$ cat config.mk
export PLATFORM = sky130hd
export DESIGN_NAME = pwm_led_multi_flat
export DESIGN_NICKNAME = d
export VERILOG_FILES = /design/src/rtl/pwm_led_multi_pkg.sv /design/src/rtl/pwm_led_multi_if.sv /design/src/rtl/pwm_led_multi_ch.sv /design/src/rtl/pwm_led_multi.sv /design/src/flat_wrapper.sv
export SDC_FILE = /design/constraint.sdc
export NUM_CORES = 1
export LEC_CHECK = 0
export CORE_ASPECT_RATIO = 1.4
export CORE_UTILIZATION = 57
export DETAILED_ROUTE_END_ITERATION = 12
export PLACE_DENSITY = 0.79
export SETUP_SLACK_MARGIN = 0.3
export SLEW_MARGIN = 15
export SYNTH_ARGS = -nofsm -noshare
export SYNTH_HDL_FRONTEND = slang
export SYNTH_HIERARCHICAL = 1
export SYNTH_SLANG_ARGS = --single-unit
$ cat constraint.sdc
create_clock -name sys_clk -period 3 [get_ports sys_clk]
set_input_delay 0.3 -clock sys_clk [delete_from_list [all_inputs] [get_ports sys_clk]]
set_output_delay 0.3 -clock sys_clk [all_outputs]
set_load 0.03 [all_outputs]
$ cat src/rtl/pwm_led_multi_pkg.sv
// Shared definitions for the multi-channel breathing-LED PWM driver:
// per-channel mode encoding and a counter-width helper.
package pwm_pkg;

   typedef enum logic [1:0] {
      MODE_OFF    = 2'b00,
      MODE_SOLID  = 2'b01,
      MODE_BREATH = 2'b10,
      MODE_BLINK  = 2'b11
   } led_mode_e;

   // Bits needed for a counter holding 0..n-1 (never narrower than one bit).
   function automatic int cnt_w(input int n);
      return (n <= 2) ? 1 : $clog2(n);
   endfunction

endpackage

$ cat src/rtl/pwm_led_multi_if.sv
// Control/status bundle of the PWM LED driver: run enable, per-channel modes,
// LED pins and the end-of-period strobe.
interface pwm_led_multi_if #(
   parameter int CH_NUM = 4
);
   logic                  en;
   logic [2*CH_NUM-1:0]   mode;
   logic [CH_NUM-1:0]     led;
   logic                  period_end;

   modport master (output en, output mode, input led, input period_end);
   modport slave  (input en, input mode, output led, output period_end);
endinterface

$ cat src/rtl/pwm_led_multi_ch.sv
// One LED channel: latched mode, triangular duty ramp and the registered
// PWM output bit driven from the shared timebase.
module pwm_led_ch
   import pwm_pkg::*;
#(
   parameter  int RES       = 1000,
   parameter  int INIT_DUTY = 0,
   localparam int POS_W     = cnt_w(RES),
   localparam int DW        = cnt_w(RES + 1)
) (
   input  logic             sys_clk,
   input  logic             sys_rst_n,
   input  logic             en,
   input  logic             pe,
   input  logic             step,
   input  logic [POS_W-1:0] cnt_pos,
   input  logic             blink_ph,
   input  led_mode_e        mode,
   output logic             led
);

   localparam logic [DW-1:0] D_MAX  = DW'(RES);
   localparam logic [DW-1:0] D_INIT = DW'(INIT_DUTY);
   localparam logic [DW-1:0] D_ONE  = DW'(1);
   localparam logic [DW-1:0] D_ZERO = '0;

   led_mode_e       mode_q;
   logic [DW-1:0]   d;
   logic            dir;
   logic            led_nxt;

   // Mode only changes on a period boundary so a running period is never cut short.
   always_ff @(posedge sys_clk or negedge sys_rst_n) begin
      if (!sys_rst_n) begin
         mode_q <= MODE_OFF;
      end else if (pe || !en) begin
         mode_q <= mode;
      end
   end

   always_ff @(posedge sys_clk or negedge sys_rst_n) begin
      if (!sys_rst_n) begin
         d   <= D_INIT;
         dir <= 1'b0;
      end else if (step) begin
         if (!dir) begin
            if (d == D_MAX) begin
               d   <= D_MAX - D_ONE;
               dir <= 1'b1;
            end else begin
               d <= d + D_ONE;
            end
         end else begin
            if (d == D_ZERO) begin
               d   <= D_ONE;
               dir <= 1'b0;
            end else begin
               d <= d - D_ONE;
            end
         end
      end
   end

   // cnt_pos never reaches RES, so d==RES is solid high and d==0 solid low.
   always_comb begin
      led_nxt = 1'b0;
      case (mode_q)
         MODE_OFF:    led_nxt = 1'b0;
         MODE_SOLID:  led_nxt = 1'b1;
         MODE_BREATH: led_nxt = (DW'(cnt_pos) < d);
         MODE_BLINK:  led_nxt = blink_ph;
         default:     led_nxt = 1'b0;
      endcase
      if (!en) begin
         led_nxt = 1'b0;
      end
   end

   always_ff @(posedge sys_clk or negedge sys_rst_n) begin
      if (!sys_rst_n) begin
         led <= 1'b0;
      end else begin
         led <= led_nxt;
      end
   end

endmodule

$ cat src/rtl/pwm_led_multi.sv
// Multi-channel breathing-LED PWM driver: one shared prescaler / position /
// hold / blink timebase feeding CH_NUM phase-staggered channels.
module pwm_led_multi
   import pwm_pkg::*;
#(
   parameter int CH_NUM = 4,
   parameter int PRESC  = 100,
   parameter int RES    = 1000,
   parameter int HOLD   = 1,
   parameter int BLINK  = 250
) (
   input  logic               sys_clk,
   input  logic               sys_rst_n,
   pwm_led_multi_if.slave     bus
);

   localparam int PW    = cnt_w(PRESC);
   localparam int POS_W = cnt_w(RES);
   localparam int HW    = cnt_w(HOLD);
   localparam int BW    = cnt_w(BLINK);

   localparam logic [PW-1:0]    PRE_LAST   = PW'(PRESC - 1);
   localparam logic [POS_W-1:0] POS_LAST   = POS_W'(RES - 1);
   localparam logic [HW-1:0]    HOLD_LAST  = HW'(HOLD - 1);
   localparam logic [BW-1:0]    BLINK_LAST = BW'(BLINK - 1);
   localparam logic [PW-1:0]    PRE_ONE    = PW'(1);
   localparam logic [POS_W-1:0] POS_ONE    = POS_W'(1);
   localparam logic [HW-1:0]    HOLD_ONE   = HW'(1);
   localparam logic [BW-1:0]    BLINK_ONE  = BW'(1);

   logic [PW-1:0]     cnt_pre;
   logic [POS_W-1:0]  cnt_pos;
   logic [HW-1:0]     cnt_hold;
   logic [BW-1:0]     cnt_blink;
   logic              blink_ph;
   logic              period_end;
   logic              tick;
   logic              pe;
   logic              step;
   logic              blink_wrap;
   logic [CH_NUM-1:0] led_w;

   // Gating tick with en suppresses every downstream event while stopped.
   assign tick       = bus.en && (cnt_pre == PRE_LAST);
   assign pe         = tick && (cnt_pos == POS_LAST);
   assign step       = pe && (cnt_hold == HOLD_LAST);
   assign blink_wrap = pe && (cnt_blink == BLINK_LAST);

   always_ff @(posedge sys_clk or negedge sys_rst_n) begin
      if (!sys_rst_n) begin
         cnt_pre <= '0;
         cnt_pos <= '0;
      end else if (!bus.en) begin
         cnt_pre <= '0;
         cnt_pos <= '0;
      end else if (tick) begin
         cnt_pre <= '0;
         cnt_pos <= (cnt_pos == POS_LAST) ? '0 : cnt_pos + POS_ONE;
      end else begin
         cnt_pre <= cnt_pre + PRE_ONE;
      end
   end

   always_ff @(posedge sys_clk or negedge sys_rst_n) begin
      if (!sys_rst_n) begin
         cnt_hold  <= '0;
         cnt_blink <= '0;
      end else if (!bus.en) begin
         cnt_hold  <= '0;
         cnt_blink <= '0;
      end else if (pe) begin
         cnt_hold  <= (cnt_hold == HOLD_LAST) ? '0 : cnt_hold + HOLD_ONE;
         cnt_blink <= (cnt_blink == BLINK_LAST) ? '0 : cnt_blink + BLINK_ONE;
      end
   end

   // blink_ph survives en=0 so a paused blink resumes in the same half-cycle.
   always_ff @(posedge sys_clk or negedge sys_rst_n) begin
      if (!sys_rst_n) begin
         blink_ph   <= 1'b0;
         period_end <= 1'b0;
      end else begin
         period_end <= pe;
         if (blink_wrap) begin
            blink_ph <= ~blink_ph;
         end
      end
   end

   for (genvar i = 0; i < CH_NUM; i++) begin : g_ch
      pwm_led_ch #(
         .RES       (RES),
         .INIT_DUTY ((i * RES) / CH_NUM)
      ) u_ch (
         .sys_clk   (sys_clk),
         .sys_rst_n (sys_rst_n),
         .en        (bus.en),
         .pe        (pe),
         .step      (step),
         .cnt_pos   (cnt_pos),
         .blink_ph  (blink_ph),
         .mode      (led_mode_e'(bus.mode[2*i +: 2])),
         .led       (led_w[i])
      );
   end

   assign bus.led        = led_w;
   assign bus.period_end = period_end;

endmodule

$ cat src/flat_wrapper.sv
// flat-port wrapper written by rule: the top's interface ports become plain ports
module pwm_led_multi_flat import pwm_pkg::*;
#(
   parameter int CH_NUM = 4,
   parameter int PRESC  = 100,
   parameter int RES    = 1000,
   parameter int HOLD   = 1,
   parameter int BLINK  = 250
)
  (sys_clk, sys_rst_n, bus_en, bus_mode, bus_led, bus_period_end);
  pwm_led_multi_if #(.CH_NUM(CH_NUM)) bus_i ();
  input  logic sys_clk;
  input  logic sys_rst_n;
  input wire logic [$bits(bus_i.en)-1:0] bus_en;
  input wire logic [$bits(bus_i.mode)-1:0] bus_mode;
  output wire logic [$bits(bus_i.led)-1:0] bus_led;
  output wire logic [$bits(bus_i.period_end)-1:0] bus_period_end;
  assign bus_i.en = bus_en;
  assign bus_i.mode = bus_mode;
  assign bus_led = bus_i.led;
  assign bus_period_end = bus_i.period_end;
  pwm_led_multi #(.CH_NUM(CH_NUM), .PRESC(PRESC), .RES(RES), .HOLD(HOLD), .BLINK(BLINK)) u_core (.sys_clk(sys_clk), .sys_rst_n(sys_rst_n), .bus(bus_i));
endmodule
==> impl_metrics.csv, run 1 <==
group,metric,value,unit
worst_setup_path,worstPathRequired,3.26,ns
sta,max-slew-margin-rel,45.0,%
global_route,grt_pass1_wl,28500,um
clocking,hold_buffers,0,
sta,tightest_slew,0.818,ns
global_route,antenna_found_initial,0,
synthesis,yosys_register_bits,83,
power_and_ir_drop,power_switching,0.628,mW
finish,nets,831,
synthesis,synth_edf_count,0,
clocking,cts_tree,"yes",
clocking,cts_buffer_depth,2,
sta,fin_skew,0.00700,ns
clocking,clkLatencyLatePin,0.35,ns
synthesis,syn-num-nets,812,
clocking,cts.sinks,83,
route,drt-initial-drc-count,486,
finish,syn_to_final_growth,12.0,%
route,drt-total-wl,17300,um
worst_setup_path,max_stage_delay,0.57,ns
floorplanning,die_x,91.9,um
floorplanning,initial_core_util,59.0,%
sta,hold_viol,0,
worst_setup_path,worst-path-max-fanout,9,
power_and_ir_drop,intPower,1.82,mW
sta,hold_ws,0.0109,ns
synthesis,synth-async-reset-ratio,100,%
synthesis,synth_top_area_share,24.8,%
worst_setup_path,crit_slowest_cell,"or4_4",
worst_setup_path,start_kind,"flop",
worst_setup_path,endpoint_kind,"flop",
power_and_ir_drop,p_clk_share,43.3,%
route,viasPerCell,6.76,
clocking,cts.clk_slew.worst_paths,0.06,ns
clocking,cts-root-buf,"clkbuf_16",
finish,fin_area,7220,sq um
placed_design,placed_cell_area,6740,sq um
global_route,overflow,0,
route,drc,0,
route,wl_per_cell,18.9,um
global_route,grt_max_degree,82,
floorplanning,core,10900,sq um
finish,antennaDiodeCount,0,
placed_design,gp_congestion,0.928,
placed_design,dp_hpwl,11400,um
floorplanning,die_area,11700,sq um
sta,finalSetupTns,0,ns
worst_setup_path,crit_chain,"or4b_4, or4_4, nor2_4, buf_12, nand2_1, or4_1, o211ai_1",
route,postRouteAntennaNets,0,
flow_run,maxCapViolations,0,
status,outcome,"complete, no violations",
floorplanning,ios,16,
power_and_ir_drop,power.density,340,nW/um^2
clocking,htreeDepth,3,
min_path,hold_path.class,"input pin to asynchronous set/reset pin",
worst_setup_path,cp.arrival,2.91,ns
synthesis,yosysUniqueCellTypes,60,
synthesis,ys_seq_area_share,32.6,%
global_route,grt_usage,30.3,%
floorplanning,rows,45,
power_and_ir_drop,p_comb_share,8.4,%
synthesis,syn_avg_cell_area,8.60,sq um
sta,min_period_over_period,88.3,%
sta,rsz0062_at_grt,"false",
synthesis,synth_area_leaders,"dfrtp_1 (25%), ha_1 (10%), dfstp_2 (7.7%)",
placed_design,io_buffers,15,
floorplanning,die_h,128,um
power_and_ir_drop,power_frac_seq,48.3,%
synthesis,syn_inst,749,
power_and_ir_drop,leakage,2.68,nW
sta,max_freq,0.377,GHz
route,firstDrtPassIters,5,
synthesis,yosys.area.top_type,"dfrtp_1",
synthesis,ys_warn_count,6,
worst_setup_path,crit_type,"flop to flop",
worst_setup_path,cp_num_buf_inv,1,
worst_setup_path,cpLargestDelayFamily,"simple AND/OR/NAND/NOR gates",
sta,period_needed,2.65,ns
finish,final_layout_size_suffix_gt1_share,13.7,%
clocking,numCtsBuffers,9,
synthesis,ys.flop_type,"dfrtp_1",
sta,finalMaxSlewViolations,0,
synthesis,synth_area,6440,sq um
global_route,grt_pass1_vias,5995,
route,via_count,6179,
power_and_ir_drop,swShare,25.6,%
sta,setup_violations,0,
power_and_ir_drop,vdd.ir_drop.worst,296,uV
placed cells by master, fill, tap and decap left out, drive strengths merged, types with 15 or more instances in the layout:
cell type,instances
nand2b,16
a21oi,59
nand4,15
o21ai,49
nor3,37
ha,52
nand2,61
nand3,22
buf,25
inv,48
dfrtp,64
dfstp,19
nor4,25
nor2,50
state kept, by name, summed over array words and instances, names as in the netlist:
register,cells
u_core/g_ch.u_ch/d,40
u_core/cnt_pos,10
u_core/cnt_blink,8
u_core/g_ch.u_ch/mode_q,8
u_core/cnt_pre,7
u_core/g_ch.u_ch/dir,4
u_core/g_ch.u_ch/led,4
u_core/blink_ph,1
u_core/bus.period_end,1
stage by stage:
| step | total power [mW] | std cells | worst slack, ns | util (%) |
|---|---|---|---|---|
| global placement | 1.40 | 885 | 0.347 | 61.7 |
| detailed placement | 1.41 | 885 | 0.257 | 61.7 |
| finish | 2.45 | 914 | 0.350 | 66.1 |
| floorplan | 1.32 | 749 | 0.334 | - |
| global route | 2.54 | 914 | 0.278 | 66.1 |
| CTS | 2.47 | 905 | 0.303 | 65.0 |
synth_stat cells (all sizes together) (6+ instances only):
cell     instances
a211oi          12
a21oi           59
a31o             6
a32o             8
buf             13
clkbuf          22
clkinv           9
dfrtp           64
dfstp           19
ha              52
inv             47
mux2            12
nand2           61
nand2b          16
nand3           22
nand4           15
nor2            50
nor3            37
nor4            25
o21a             8
o21ai           49
o2bb2ai         12
o311ai          13
o31ai            8
or3             13
or4             14
cells by family after synthesis:
| family | count (synthesis) | synth area share (%) |
|---|---|---|
| buffers and inverters | 91 | 5.94 |
| flip-flops | 83 | 32.6 |
| XOR/XNOR | 6 | 0.816 |
| adder cells (fa/ha/maj) | 52 | 10.1 |
| AND/OR/NAND/NOR | 284 | 24.1 |
| AO/OA/AOI/OAI | 217 | 23.7 |
| multiplexers | 16 | 2.72 |
timing repair:
action,4_1_cts,5_1_grt
buffers inserted,2,7
gates resized for setup,1,3
pin swaps,1,2
endpoints found under the hold margin,0,0
endpoints found under the setup margin,10,20
gates cloned,2,2
area by class of cell:
class	count	area [sq um]
clock buffers	10	239
clock inverters	6	40.0
fillers	891	3700
inverters	56	210
multi-input cells	575	3980
flip-flops and latches	83	2100
well taps	141	176
repair buffers	43	472
worst register-to-register path: cells and delay by family (launching register included):
kind	cells	cell delay, ns
DFF	1	0.42
buffers and inverters	1	0.16
and+or+nand+nor	5	1.87
AOI/OAI and AO/OA	1	0.10
path summary, 6_finish.rpt:
| check | from | end | slack (ns) | cells past startpoint |
|---|---|---|---|---|
| worst min-delay path | sys_rst_n | u_core/g_ch[3].u_ch/d[8] | 0.01 | 1 |
| max in group asynchronous | sys_rst_n | u_core/g_ch[2].u_ch/d[6] | 2.33 | 2 |
| worst min register to register | u_core/cnt_pre[0] | u_core/cnt_pre[0] | 0.49 | 1 |
| worst max-delay path | u_core/cnt_pre[4] | u_core/g_ch[3].u_ch/d[6] | 0.35 | 7 |
| worst max register to register | u_core/cnt_pre[4] | u_core/g_ch[3].u_ch/d[6] | 0.35 | 7 |
| min in group sys_clk | u_core/cnt_pre[0] | u_core/cnt_pre[0] | 0.49 | 1 |
power groups by stage:
stage               clock network, mW  registers, mW  logic (mW)
floorplan                           0           1.20       0.113
detailed placement                  0           1.20       0.204
finish                           1.06           1.18       0.207
global route                     1.12           1.19       0.231
CTS                              1.08           1.18       0.205
global placement                    0           1.20       0.196
layer usage:
layer | vias to the layer above | share of wire [%] | GRT usage, %
met1 | 2953 | 39 | 36.6
met5 | - | 0 | 0
met3 | 49 | 6.5 | 5.04
li1 | 2876 | - | -
met2 | 301 | 52 | 53.3
met4 | 0 | 2.7 | 12.1
No activity file was read; power rests on OpenSTA's default activity.
==> inputs of run 2 (changes only) <==
CORE_UTILIZATION = 63   (was 57)
PLACE_DENSITY = 0.83   (was 0.79)
clock period = 2.7 ns   (was 3 ns; I/O delays follow)
==> run 2 against run 1 <==
Sequential power rose by 11%. Global-route usage grew 4.7 points. Critical endpoint is now u_core/g_ch[0].u_ch/d[6]. Worst hold slack gained 0.48 ns.
==> impl_metrics.csv, run 2 (same netlist as run 1, synthesis figures left out) <==
group,metric,value,unit
status,outcome,"complete, no violations",
floorplanning,initial_core_util,64.8,%
placed_design,detailedPlace.worstSlack,0.0663,ns
sta,tightest_slew,0.780,ns
sta,min_period_over_period,97.0,%
sta,max_freq,0.382,GHz
sta,setup_violations,0,
placed_design,gp_congestion,0.954,
route,viasPerCell,7.06,
flow_run,maxCapViolations,0,
worst_setup_path,start_kind,"flop",
floorplanning,rows,43,
worst_setup_path,worstPathRequired,2.95,ns
clocking,numCtsBuffers,9,
sta,max-slew-margin-rel,48.0,%
global_route,grt_pass1_vias,6078,
clocking,cts.clk_slew.worst_paths,0.07,ns
global_route,grt_pass1_wl,28900,um
clocking,cts.sinks,83,
worst_setup_path,cp.arrival,2.87,ns
global_route,overflow,0,
placed_design,io_buffers,15,
placed_design,placed_cell_area,6860,sq um
route,postRouteAntennaNets,0,
finish,antennaDiodeCount,0,
clocking,cts_buffer_depth,2,
floorplanning,ios,16,
worst_setup_path,max_stage_delay,0.55,ns
finish,largestRegisters,"u_core/g_ch.u_ch/d: 40 flops, u_core/cnt_pos: 10 flops",
clocking,cts-root-buf,"clkbuf_16",
clocking,htreeDepth,3,
finish,syn_to_final_growth,21.4,%
finish,final_layout_size_suffix_gt1_share,21.8,%
floorplanning,die_x,87.5,um
route,wl_per_cell,21.3,um
worst_setup_path,crit_slowest_cell,"or4_4",
route,via_count,6634,
clocking,cts_tree,"yes",
finish,instances_no_fill,939,
min_path,hold_path.class,"input pin to asynchronous set/reset pin",
worst_setup_path,endpoint_kind,"flop",
finish,regMostFlops,"u_core/g_ch.u_ch/d",
power_and_ir_drop,power.density,377,nW/um^2
sta,finalMaxSlewViolations,0,
route,firstDrtPassIters,6,
floorplanning,core,9950,sq um
sta,period_needed,2.62,ns
finish,final-seq-area,2100,sq um
finish,nets,862,
floorplanning,die_h,122,um
finish,mostFrequentLayoutCell,"dfrtp_1",
placed_design,dpl.cell_count,894,
finish,fill_cells,622,
global_route,grt_usage,34.9,%
power_and_ir_drop,leakage,2.96,nW
sta,fin_ws,0.0816,ns
worst_setup_path,worst-path-max-fanout,7,
sta,hold_viol,0,
finish,multi_input_area,4210,sq um
route,drt-initial-drc-count,842,
finish,fin_area,7820,sq um
clocking,clkLatencyLatePin,0.35,ns
worst_setup_path,crit_type,"flop to flop",
power_and_ir_drop,vdd.ir_drop.worst,286,uV
global_route,antenna_found_initial,0,
finish,largest_reg_flops,40,
placed_design,dp_hpwl,11900,um
sta,fin_skew,0.0111,ns
route,drc,0,
finish,final_cell_mix,"dfrtp_1 (63), nand2_1 (55), a21oi_1 (55)",
worst_setup_path,crit_top_cell,"buf_12",
route,drt-total-wl,20000,um
global_route,grt_max_degree,48,
floorplanning,die_area,10600,sq um
sta,rsz0062_at_grt,"true",
worst_setup_path,crit_chain,"or4b_4, or4_4, nor2_4, buf_12, buf_12, nand2_4, or4_1, o211ai_1",
run 2: report_power, final:
group	switching (mW)	internal, mW	total, mW
logic	0.157	0.119	0.275
clock network	0.506	0.859	1.37
registers	0.0316	1.28	1.31
total	0.695	2.26	2.95
run 2: critical path: cells and delay by family, from the launching register on:
kind	cells	cell delay [ns]
buffers and inverters	2	0.27
flip-flops	1	0.38
AO/OA/AOI/OAI	1	0.12
AND/OR/NAND/NOR	5	1.73
run 2: area by class of cell:
| class | count | share of cell area, % |
|---|---|---|
| clock buffer | 12 | 3.28 |
| timing repair buffer | 74 | 10.3 |
| multi-input combinational | 575 | 53.8 |
| sequential | 83 | 26.9 |
| tap | 135 | 2.16 |
| inverter | 56 | 2.69 |
| clock inverter | 4 | 0.928 |
run 2: timing repair:
| item | in CTS | in global routing |
|---|---|---|
| gates cloned | 3 | 5 |
| setup buffers | 10 | 10 |
| resized for setup | 9 | 60 |
| setup endpoints to repair | 32 | 52 |
| pin swaps | 3 | 23 |
| endpoints found under the hold margin | 37 | 0 |
| hold buffers | 1 | 0 |
run 2: final timing paths:
check | cells after the start | endpoint | slack, ns | startpoint
setup / recovery | 8 | u_core/g_ch[0].u_ch/d[6] | 0.08 | u_core/cnt_pre[3]
hold / removal | 2 | u_core/cnt_pos[7] | 0.49 | sys_rst_n
setup reg to reg | 8 | u_core/g_ch[0].u_ch/d[6] | 0.08 | u_core/cnt_pre[3]
hold reg to reg | 1 | u_core/cnt_pre[0] | 0.49 | u_core/cnt_pre[0]
max in group asynchronous | 3 | u_core/g_ch[3].u_ch/d[3] | 1.44 | sys_rst_n
min in group sys_clk | 1 | u_core/cnt_pre[0] | 0.49 | u_core/cnt_pre[0]
run 2: stage by stage:
step / total power, mW / TNS (ns) / util (%) / hold slack, ns
2_1_floorplan: 1.47 / 0 / - / -0.0256
3_3_place_gp: 1.56 / 0 / 69.0 / 0.334
3_5_place_dp: 1.58 / 0 / 69.0 / 0.338
4_1_cts: 2.94 / 0 / 74.6 / 0.496
5_1_grt: 3.04 / -0.0147 / 78.6 / 0.532
6_report: 2.95 / 0 / 78.6 / 0.490
run 2: per-layer routing:
layer	vias to the layer above	share of wire (%)	global-route usage, %
li1	2937	-	-
met1	3161	36	40.3
met2	392	50	60.3
met3	144	7.2	5.28
met4	0	6.6	21.1
met5	-	0	0
